File: src/rtl/bin2bcd_if.sv
// bin2bcd_if: start/busy/done handshake and result bus of the binary-to-BCD converter
interface bin2bcd_if #(
  parameter int BIN_W  = 8,
  parameter int DIGITS = 3
);
  logic                  start;
  logic [BIN_W-1:0]      bin_in;
  logic                  busy;
  logic                  done;
  logic [4*DIGITS-1:0]   bcd_out;
  logic                  overflow;
  modport master (output start, bin_in, input busy, done, bcd_out, overflow);
  modport slave  (input start, bin_in, output busy, done, bcd_out, overflow);
endinterface

File: src/rtl/bin2bcd_seq.sv
// bin2bcd_seq: one-bit-per-clock double-dabble converter; BIN2BCD_ZERO_BLANK_EN blanks leading zeros with 4'hF
module bin2bcd_seq #(
  parameter int BIN_W  = 8,
  parameter int DIGITS = 3
) (
  input logic       clk,
  input logic       rst,
  bin2bcd_if.slave  bus
);
  localparam int CW = $clog2(BIN_W + 1);
  typedef enum logic {IDLE, SHIFT} state_t;
  state_t              state;
  logic [BIN_W-1:0]    sr;
  logic [4*DIGITS-1:0] dig, adj, nxt_dig, res, bcd_q;
  logic [CW-1:0]       cnt;
  logic                sticky, top, done_q, ovf_q;
  // Correct every digit >=5, then shift the next input bit into digit 0
  always_comb begin
    adj = dig;
    for (int i = 0; i < DIGITS; i++)
      adj[4*i +: 4] = dig[4*i +: 4] >= 4'd5 ? dig[4*i +: 4] + 4'd3 : dig[4*i +: 4];
    top = adj[4*DIGITS-1];
    nxt_dig = DIGITS > 0 ? {adj[4*DIGITS-2:0], sr[BIN_W-1]} : '0;
  end
`ifdef BIN2BCD_ZERO_BLANK_EN
  logic lead;
  // Replace leading zero digits above digit 0 with the display blank code
  always_comb begin
    res = nxt_dig;
    lead = 1'b1;
    for (int i = DIGITS - 1; i > 0; i--) begin
      lead = lead && nxt_dig[4*i +: 4] == 4'd0;
      res[4*i +: 4] = lead ? 4'hF : nxt_dig[4*i +: 4];
    end
  end
`else
  assign res = nxt_dig;
`endif
  // Control FSM with working registers and registered result
  always_ff @(posedge clk) begin
    if (rst) begin
      state  <= IDLE;
      sr     <= '0;
      dig    <= '0;
      cnt    <= '0;
      sticky <= 1'b0;
      done_q <= 1'b0;
      bcd_q  <= '0;
      ovf_q  <= 1'b0;
    end else begin
      done_q <= 1'b0;
      case (state)
        IDLE: if (bus.start) begin
          sr     <= bus.bin_in;
          dig    <= '0;
          sticky <= 1'b0;
          cnt    <= CW'(BIN_W);
          state  <= SHIFT;
        end
        SHIFT: begin
          sr     <= sr << 1;
          dig    <= nxt_dig;
          sticky <= sticky | top;
          cnt    <= cnt - CW'(1);
          if (cnt == CW'(1)) begin
            bcd_q  <= (sticky | top) ? {DIGITS{4'h9}} : res;
            ovf_q  <= sticky | top;
            done_q <= 1'b1;
            state  <= IDLE;
          end
        end
        default: state <= IDLE;
      endcase
    end
  end
  assign bus.busy     = state == SHIFT;
  assign bus.done     = done_q;
  assign bus.bcd_out  = bcd_q;
  assign bus.overflow = ovf_q;
endmodule

File: src/flat_wrapper.sv
// flat-port wrapper written by rule: the top's interface ports become plain ports
module bin2bcd_seq_flat 
#(
  parameter int BIN_W  = 8,
  parameter int DIGITS = 3
)
  (clk, rst, bus_start, bus_bin_in, bus_busy, bus_done, bus_bcd_out, bus_overflow);
  bin2bcd_if #(.BIN_W(BIN_W), .DIGITS(DIGITS)) bus_i ();
  input logic clk;
  input logic rst;
  input wire logic [$bits(bus_i.start)-1:0] bus_start;
  input wire logic [$bits(bus_i.bin_in)-1:0] bus_bin_in;
  output wire logic [$bits(bus_i.busy)-1:0] bus_busy;
  output wire logic [$bits(bus_i.done)-1:0] bus_done;
  output wire logic [$bits(bus_i.bcd_out)-1:0] bus_bcd_out;
  output wire logic [$bits(bus_i.overflow)-1:0] bus_overflow;
  assign bus_i.start = bus_start;
  assign bus_i.bin_in = bus_bin_in;
  assign bus_busy = bus_i.busy;
  assign bus_done = bus_i.done;
  assign bus_bcd_out = bus_i.bcd_out;
  assign bus_overflow = bus_i.overflow;
  bin2bcd_seq #(.BIN_W(BIN_W), .DIGITS(DIGITS)) u_core (.clk(clk), .rst(rst), .bus(bus_i));
endmodule
File: config.mk
export PLATFORM = sky130hd
export DESIGN_NAME = bin2bcd_seq_flat
export DESIGN_NICKNAME = d
export VERILOG_FILES = /design/src/rtl/bin2bcd_if.sv /design/src/rtl/bin2bcd_seq.sv /design/src/flat_wrapper.sv
export SDC_FILE = /design/constraint.sdc
export NUM_CORES = 1
export LEC_CHECK = 0
export ABC_AREA = 0
export BUFFER_PORTS_ARGS = -buffer_cell sky130_fd_sc_hd__buf_2
export CORE_AREA = 10 10 86 88
export DETAILED_ROUTE_END_ITERATION = 8
export DIE_AREA = 0 0 96 98
export PLACE_DENSITY = 0.59
export REMOVE_ABC_BUFFERS = 1
export SKIP_CTS_REPAIR_TIMING = 1
export SYNTH_ARGS = -nofsm -noshare
export SYNTH_HDL_FRONTEND = slang
export SYNTH_SLANG_ARGS = --single-unit
File: constraint.sdc
create_clock -name clk -period 5.1 [get_ports clk]
set_input_delay 0.51 -clock clk [delete_from_list [all_inputs] [get_ports clk]]
set_output_delay 0.51 -clock clk [all_outputs]
set_load 0.01 [all_outputs]
==> results of run 1 <==
[kinds of logic (layout without fill, tap and decap cells)]
kind of cell	after synthesis	after routing	share of synthesized area, %
simple gates	87	87	20.3
mux	9	9	4.42
fa+ha+maj	8	8	4.91
buf+inv	32	53	6.33
flops	40	40	39.3
compound gates	66	66	24.7
[cells in the final DEF, fill, tap and decap left out, types with 8 or more instances in the layout]
cell type | synthesis | routed
nor2_1 | 40 | 40
dfxtp_1 | 40 | 40
buf_2 | 1 | 25
inv_1 | 18 | 18
o21ai_0 | 16 | 16
a21oi_1 | 15 | 15
nor3_1 | 14 | 14
mux2i_1 | 9 | 9
nand2_1 | 9 | 9
ha_1 | 8 | 8
[registers in the layout, indices dropped and copies added, names as in the netlist]
name,cells
u_core.sr,8
u_core.cnt,4
u_core.bus.busy,1
u_core.dig,12
u_core.bus.overflow,1
u_core.sticky,1
u_core.bus.bcd_out,12
u_core.bus.done,1
[worst max-delay path, stage by stage (launching register included)]
cell,delay (ps)
dfxtp_1,380
inv_1,90
ha_1,180
and2b_1,260
nor3_1,80
nor3_1,720
a311oi_1,200
[power groups by stage]
stage | registers (uW) | logic (uW) | clock network (uW)
finish | 328 | 55.4 | 283
global route | 329 | 64.1 | 308
CTS | 328 | 56.0 | 293
detailed placement | 336 | 55.8 | 0
global placement | 335 | 55.4 | 0
floorplan | 340 | 28.6 | 0
[per-stage QoR]
| stage | area [um^2] | worst slack [ps] | hold slack [ps] |
|---|---|---|---|
| floorplan | 1980 | 2390 | 450 |
| global placement | 2210 | 3160 | 470 |
| detailed placement | 2210 | 3140 | 476 |
| CTS | 2340 | 3090 | 495 |
| global route | 2340 | 2870 | 532 |
| finish | 2340 | 3020 | 486 |
[area by class of cell]
type | instances | area (um^2)
clock inverters | 1 | 30.0
repair buffers | 27 | 140
inverters | 18 | 67.6
flip-flops and latches | 40 | 801
fillers | 603 | 3410
multi-input cells | 170 | 1110
clock buffers | 7 | 96.3
well taps | 75 | 93.8
[routing by layer]
metal	track usage, %	share of wire, %	vias to the layer above
met2	15.6	45	43
li1	-	-	883
met4	3.06	1.2	0
met5	0	0	-
met3	3.60	5.7	7
met1	12.8	48	786
[path summary, 6_finish.rpt]
check / to / slack (ps)
max: u_core.bus.bcd_out[3] / 3020
min: u_core.sr[7] / 490
max reg2reg: u_core.bus.bcd_out[3] / 3020
min reg2reg: u_core.sr[7] / 490
==> results.json, run 1 <==
{
  "finalCriticalPeriod_ps": 2080,
  "port_buffers": 25,
  "max_freq_ghz": 0.481,
  "r2r_start": "u_core.dig[9]",
  "power_frac_seq_pct": 49.2,
  "postSynthCellCount": 242,
  "yosys-top-cells-area": "dfxtp_1, nor2_1, ha_1",
  "clockRootBuffer": "clkbuf_8",
  "viasPerCell": 5.09,
  "htree_levels": 2,
  "internal_power_uw": 516,
  "setup_viol": 0,
  "relSlewSlack_pct": 41.6,
  "drv_slew": 0,
  "crit_start": "u_core.dig[9]",
  "instances_no_fill": 338,
  "hold_viol": 0,
  "outcome": "finished clean",
  "post-route-drc-count": 0,
  "power.density_nw_per_um2": 285,
  "synth_ff_type": "dfxtp_1",
  "io_pins": 26,
  "p_comb_share_pct": 8.3,
  "maxCapViolCount": 0,
  "drtPass1Iterations": 4,
  "avgSynthCellArea_um2": 8.42,
  "antenna_found_initial": 0,
  "grt_max_degree": 41,
  "start_util_pct": 35.5,
  "synthArstFlopShare_pct": 0,
  "numCtsBuffers": 5,
  "dp_hpwl_um": 3040,
  "drt_wl_total_um": 4480,
  "yosysTopAreaCellShare_pct": 39.3,
  "die_h_um": 98,
  "min_path_cells": 2,
  "overflow": 0,
  "final_core_util_pct": 40.7,
  "yosysSeqAreaShare_pct": 39.3,
  "tritoncts": "done",
  "vdd_ir_drop_max_mv": 0.180,
  "die_area_um2": 9410,
  "diodes": 0,
  "worst_setup_path_end_kind": "register",
  "yosysUniqueCellTypes": 31,
  "dp_cells": 330,
  "finalPower_uw": 667,
  "gp_congestion": 0.739,
  "drt.antenna.violating_nets": 0,
  "power_switching_uw": 151,
  "hold_start": "u_core.sr[6]",
  "rows": 28,
  "rsz0062_at_grt": "no",
  "grt_pass1_vias": 1746,
  "drt_iter0_drc": 50,
  "path_class": "register to register",
  "clockBufferDepth": 2,
  "skew_ps": 7.93,
  "synth-seq-cells": 40,
  "sw_frac_of_total_pct": 22.6,
  "clkLatencyLatePin_ps": 300,
  "cp_max_fo": 7,
  "fp.coreArea_um2": 5750,
  "clock_sinks": 40,
  "synthesis.area_um2": 2040,
  "die_width_um": 96,
  "cp.required_ps": 5240,
  "p_leak_uw": 0.000876,
  "synth_warnings": 0,
  "r2r_cells": 6,
  "layout.nets": 281,
  "crit_arrival_ps": 2210,
  "tightest_slew_ps": 869,
  "totalNegativeSetupSlack_ps": 0,
  "clkTransAtPathRegs_ps": 80,
  "syn_to_final_growth_pct": 14.7,
  "vias": 1719,
  "grt_usage_pct": 10.2,
  "clock_power_share_pct": 42.5,
  "drive_gt1_share_pct": 19.4,
  "grt_pass1_wl_um": 7780,
  "hp-class": "register to register",
  "synth_edf_count": 0,
  "start_kind": "register",
  "wl_per_cell_um": 13.3,
  "ys_top_cells_by_count": "dfxtp_1, nor2_1, inv_1, o21ai_0, a21oi_1",
  "synth_top_cell_by_area": "dfxtp_1",
  "fin_crit_sh_pct": 40.7
}
Power figures use the tool's default switching activity.
==> inputs of run 2 (changes only) <==
ABC_AREA = 1   (was 0)
CORE_AREA = 10 10 84 86   (was 10 10 86 88)
DIE_AREA = 0 0 94 96   (was 0 0 96 98)
PLACE_DENSITY = 0.61   (was 0.59)
clock period = 1.9 ns   (was 5.1 ns; I/O delays follow)
==> run 2 against run 1 <==
Against the previous run: maximum frequency grew 30%; via count grew 5.0%; flip-flop and latch count stayed put; largest power group unchanged; critical path depth is 4 higher; cell area is 3.1% lower; worst hold slack worse by 350 ps; critical path type unchanged.
==> results.json, run 2 <==
{
  "synth-xor-area-share_pct": 0,
  "rrSetupSlack_ps": 300,
  "yosysSeqAreaShare_pct": 41.4,
  "yosysTopAreaCellShare_pct": 41.4,
  "r2r_start": "u_core.dig[8]",
  "drtPass1Iterations": 4,
  "tightest_slew_ps": 400,
  "clkLatencyLatePin_ps": 290,
  "drive_gt1_share_pct": 14.3,
  "grt_pass1_wl_um": 7310,
  "synth_top_family_by_area": "simple AND/OR/NAND/NOR gates",
  "clock_sinks": 40,
  "vias": 1805,
  "drt_iter0_drc": 64,
  "synth_top_cell_by_area": "dfxtp_1",
  "ys_top_cells_by_count": "nand2_1, dfxtp_1, inv_1, nor2_1, nand3_1",
  "power_frac_seq_pct": 49.1,
  "start_kind": "register",
  "wl_per_cell_um": 11.2,
  "layout.nets": 333,
  "hp-class": "input pin to register",
  "hold_viol": 0,
  "diodes": 0,
  "syn_to_final_growth_pct": 17.1,
  "clockRootBuffer": "clkbuf_8",
  "internal_power_uw": 1380,
  "worst_setup_path_end_kind": "register",
  "viasPerCell": 4.66,
  "placed_cell_area_um2": 2140,
  "grt_pass1_vias": 1662,
  "max_freq_ghz": 0.626,
  "clock_power_share_pct": 42.7,
  "r2r-end": "u_core.bus.bcd_out[10]",
  "dp_hpwl_um": 3230,
  "synth-seq-cells": 40,
  "grt_usage_pct": 9.93,
  "htree_levels": 2,
  "synth_adder_area_share_pct": 5.17,
  "synthMuxAreaShare_pct": 0,
  "postSynthCellCount": 286,
  "die_area_um2": 9020,
  "outcome": "finished clean",
  "synth_ff_type": "dfxtp_1",
  "synth_warnings": 0,
  "fin_crit_sh_pct": 84.1,
  "finalCriticalPeriod_ps": 1600,
  "maxCapViolCount": 0,
  "power.density_nw_per_um2": 789,
  "die_h_um": 96,
  "fp.coreArea_um2": 5410,
  "filler_cell_count": 585,
  "avgSynthCellArea_um2": 6.76,
  "vdd_ir_drop_max_mv": 0.538,
  "rsz0062_at_grt": "no",
  "cp.required_ps": 2140,
  "p_comb_share_pct": 8.2,
  "skew_ps": 4.71,
  "path_class": "register to register",
  "totalNegativeSetupSlack_ps": 0,
  "post-route-drc-count": 0,
  "drv_slew": 0,
  "clockBufferDepth": 2,
  "relSlewSlack_pct": 73.3,
  "die_width_um": 94,
  "antenna_found_initial": 0,
  "rows": 27,
  "final_common_cell": "nand2_1",
  "grt_max_degree": 25,
  "power_switching_uw": 409,
  "synthArstFlopShare_pct": 0,
  "yosys-top-cells-area": "dfxtp_1, nand2_1, inv_1",
  "synth_most_common_cell": "nand2_1",
  "r2r_cells": 10,
  "final_cell_mix": "nand2_1, dfxtp_1, inv_1",
  "endpoint": "u_core.bus.bcd_out[10]",
  "tritoncts": "done",
  "sw_frac_of_total_pct": 22.9,
  "numCtsBuffers": 5,
  "cp_max_fo": 7,
  "port_buffers": 25,
  "p_leak_uw": 0.00111,
  "crit_start": "u_core.dig[8]",
  "stdcell_area_um2": 2260,
  "io_pins": 26,
  "start_util_pct": 35.8,
  "gp_congestion": 0.823,
  "synth_edf_count": 0,
  "drt_wl_total_um": 4340,
  "yosys.area_share.simple_pct": 33.2,
  "drt.antenna.violating_nets": 0,
  "setup_viol": 0,
  "synthesis.area_um2": 1930,
  "clkTransAtPathRegs_ps": 80,
  "synth-compound-area-share_pct": 9.77,
  "yosysUniqueCellTypes": 26,
  "crit_arrival_ps": 1840,
  "overflow": 0
}
-- run 2: changes by cell type in the layout (fill, tap and decap cells not counted), moves of 6 or more --
cell      delta
nand3_1     +17
o21ba_2      -7
nor2_1      -13
o21ai_0      -6
nand2_1     +82
nand4_1      +7
a311oi_1     -7
inv_1       +21
nand2b_1     -7
mux2i_1      -9
o32ai_2      -6
nor3_1      -13
-- run 2: logic make-up (layout without fill, tap and decap cells) --
group,after synthesis,after routing
DFF,40,40
AOI/OAI and AO/OA,34,34
buffers and inverters,51,80
adders and majority gates,8,8
and+or+nand+nor,153,153
-- run 2: final cells by class --
type / instances / area (um^2) / area share [%]
repair buffers: 29 / 155 / 6.85
inverters: 43 / 161 / 7.13
clock buffers: 7 / 96.3 / 4.25
clock inverters: 1 / 30.0 / 1.33
well taps: 72 / 90.1 / 3.98
flip-flops and latches: 40 / 801 / 35.4
multi-input cells: 195 / 931 / 41.1
-- run 2: worst min path at each step --
stage	start	endpoint	slack [ps]	cells after the start
finish	bus_bin_in[0]	u_core.sr[0]	140	3
global route	bus_bin_in[0]	u_core.sr[0]	150	3
CTS	bus_bin_in[0]	u_core.sr[0]	130	3
detailed placement	u_core.cnt[2]	u_core.cnt[2]	430	1
global placement	u_core.cnt[2]	u_core.cnt[2]	430	1
floorplan	rst	u_core.cnt[0]	260	1
-- run 2: worst max-delay path, cell delays in order, from the launching register on --
cell and delay (ps):
dfxtp_1 360, inv_1 90, ha_1 160, inv_1 40
nand2_1 120, nand2_1 70, nand3_1 220, inv_1 80
nor2_2 240, nand3_1 110, nand2_1 70
-- run 2: power by group through the flow --
stage	Sequential [uW]	Clock [uW]	Combinational (uW)
floorplan	904	0	78.7
global placement	896	0	147
detailed placement	897	0	148
CTS	877	790	149
global route	879	811	169
finish	877	764	147
-- run 2: stage by stage --
step                      instances  worst slack, ps  total power [uW]  hold WS [ps]  utilization [%]
after floorplan                 278              110               983           259                -
after global placement          379              383              1040           427             39.6
after detailed placement        379              334              1050           431             39.6
after CTS                       387              316              1820           127             41.9
after global routing            387              149              1860           152             41.9
final                           387              302              1790           138             41.9
-- run 2: layer usage --
layer	up-vias	routed length, um	GRT usage (%)
li1	952	-	-
met1	803	2060	11.7
met2	43	1940	16.4
met3	7	287	3.35
met4	0	59	3.67
met5	-	0	0
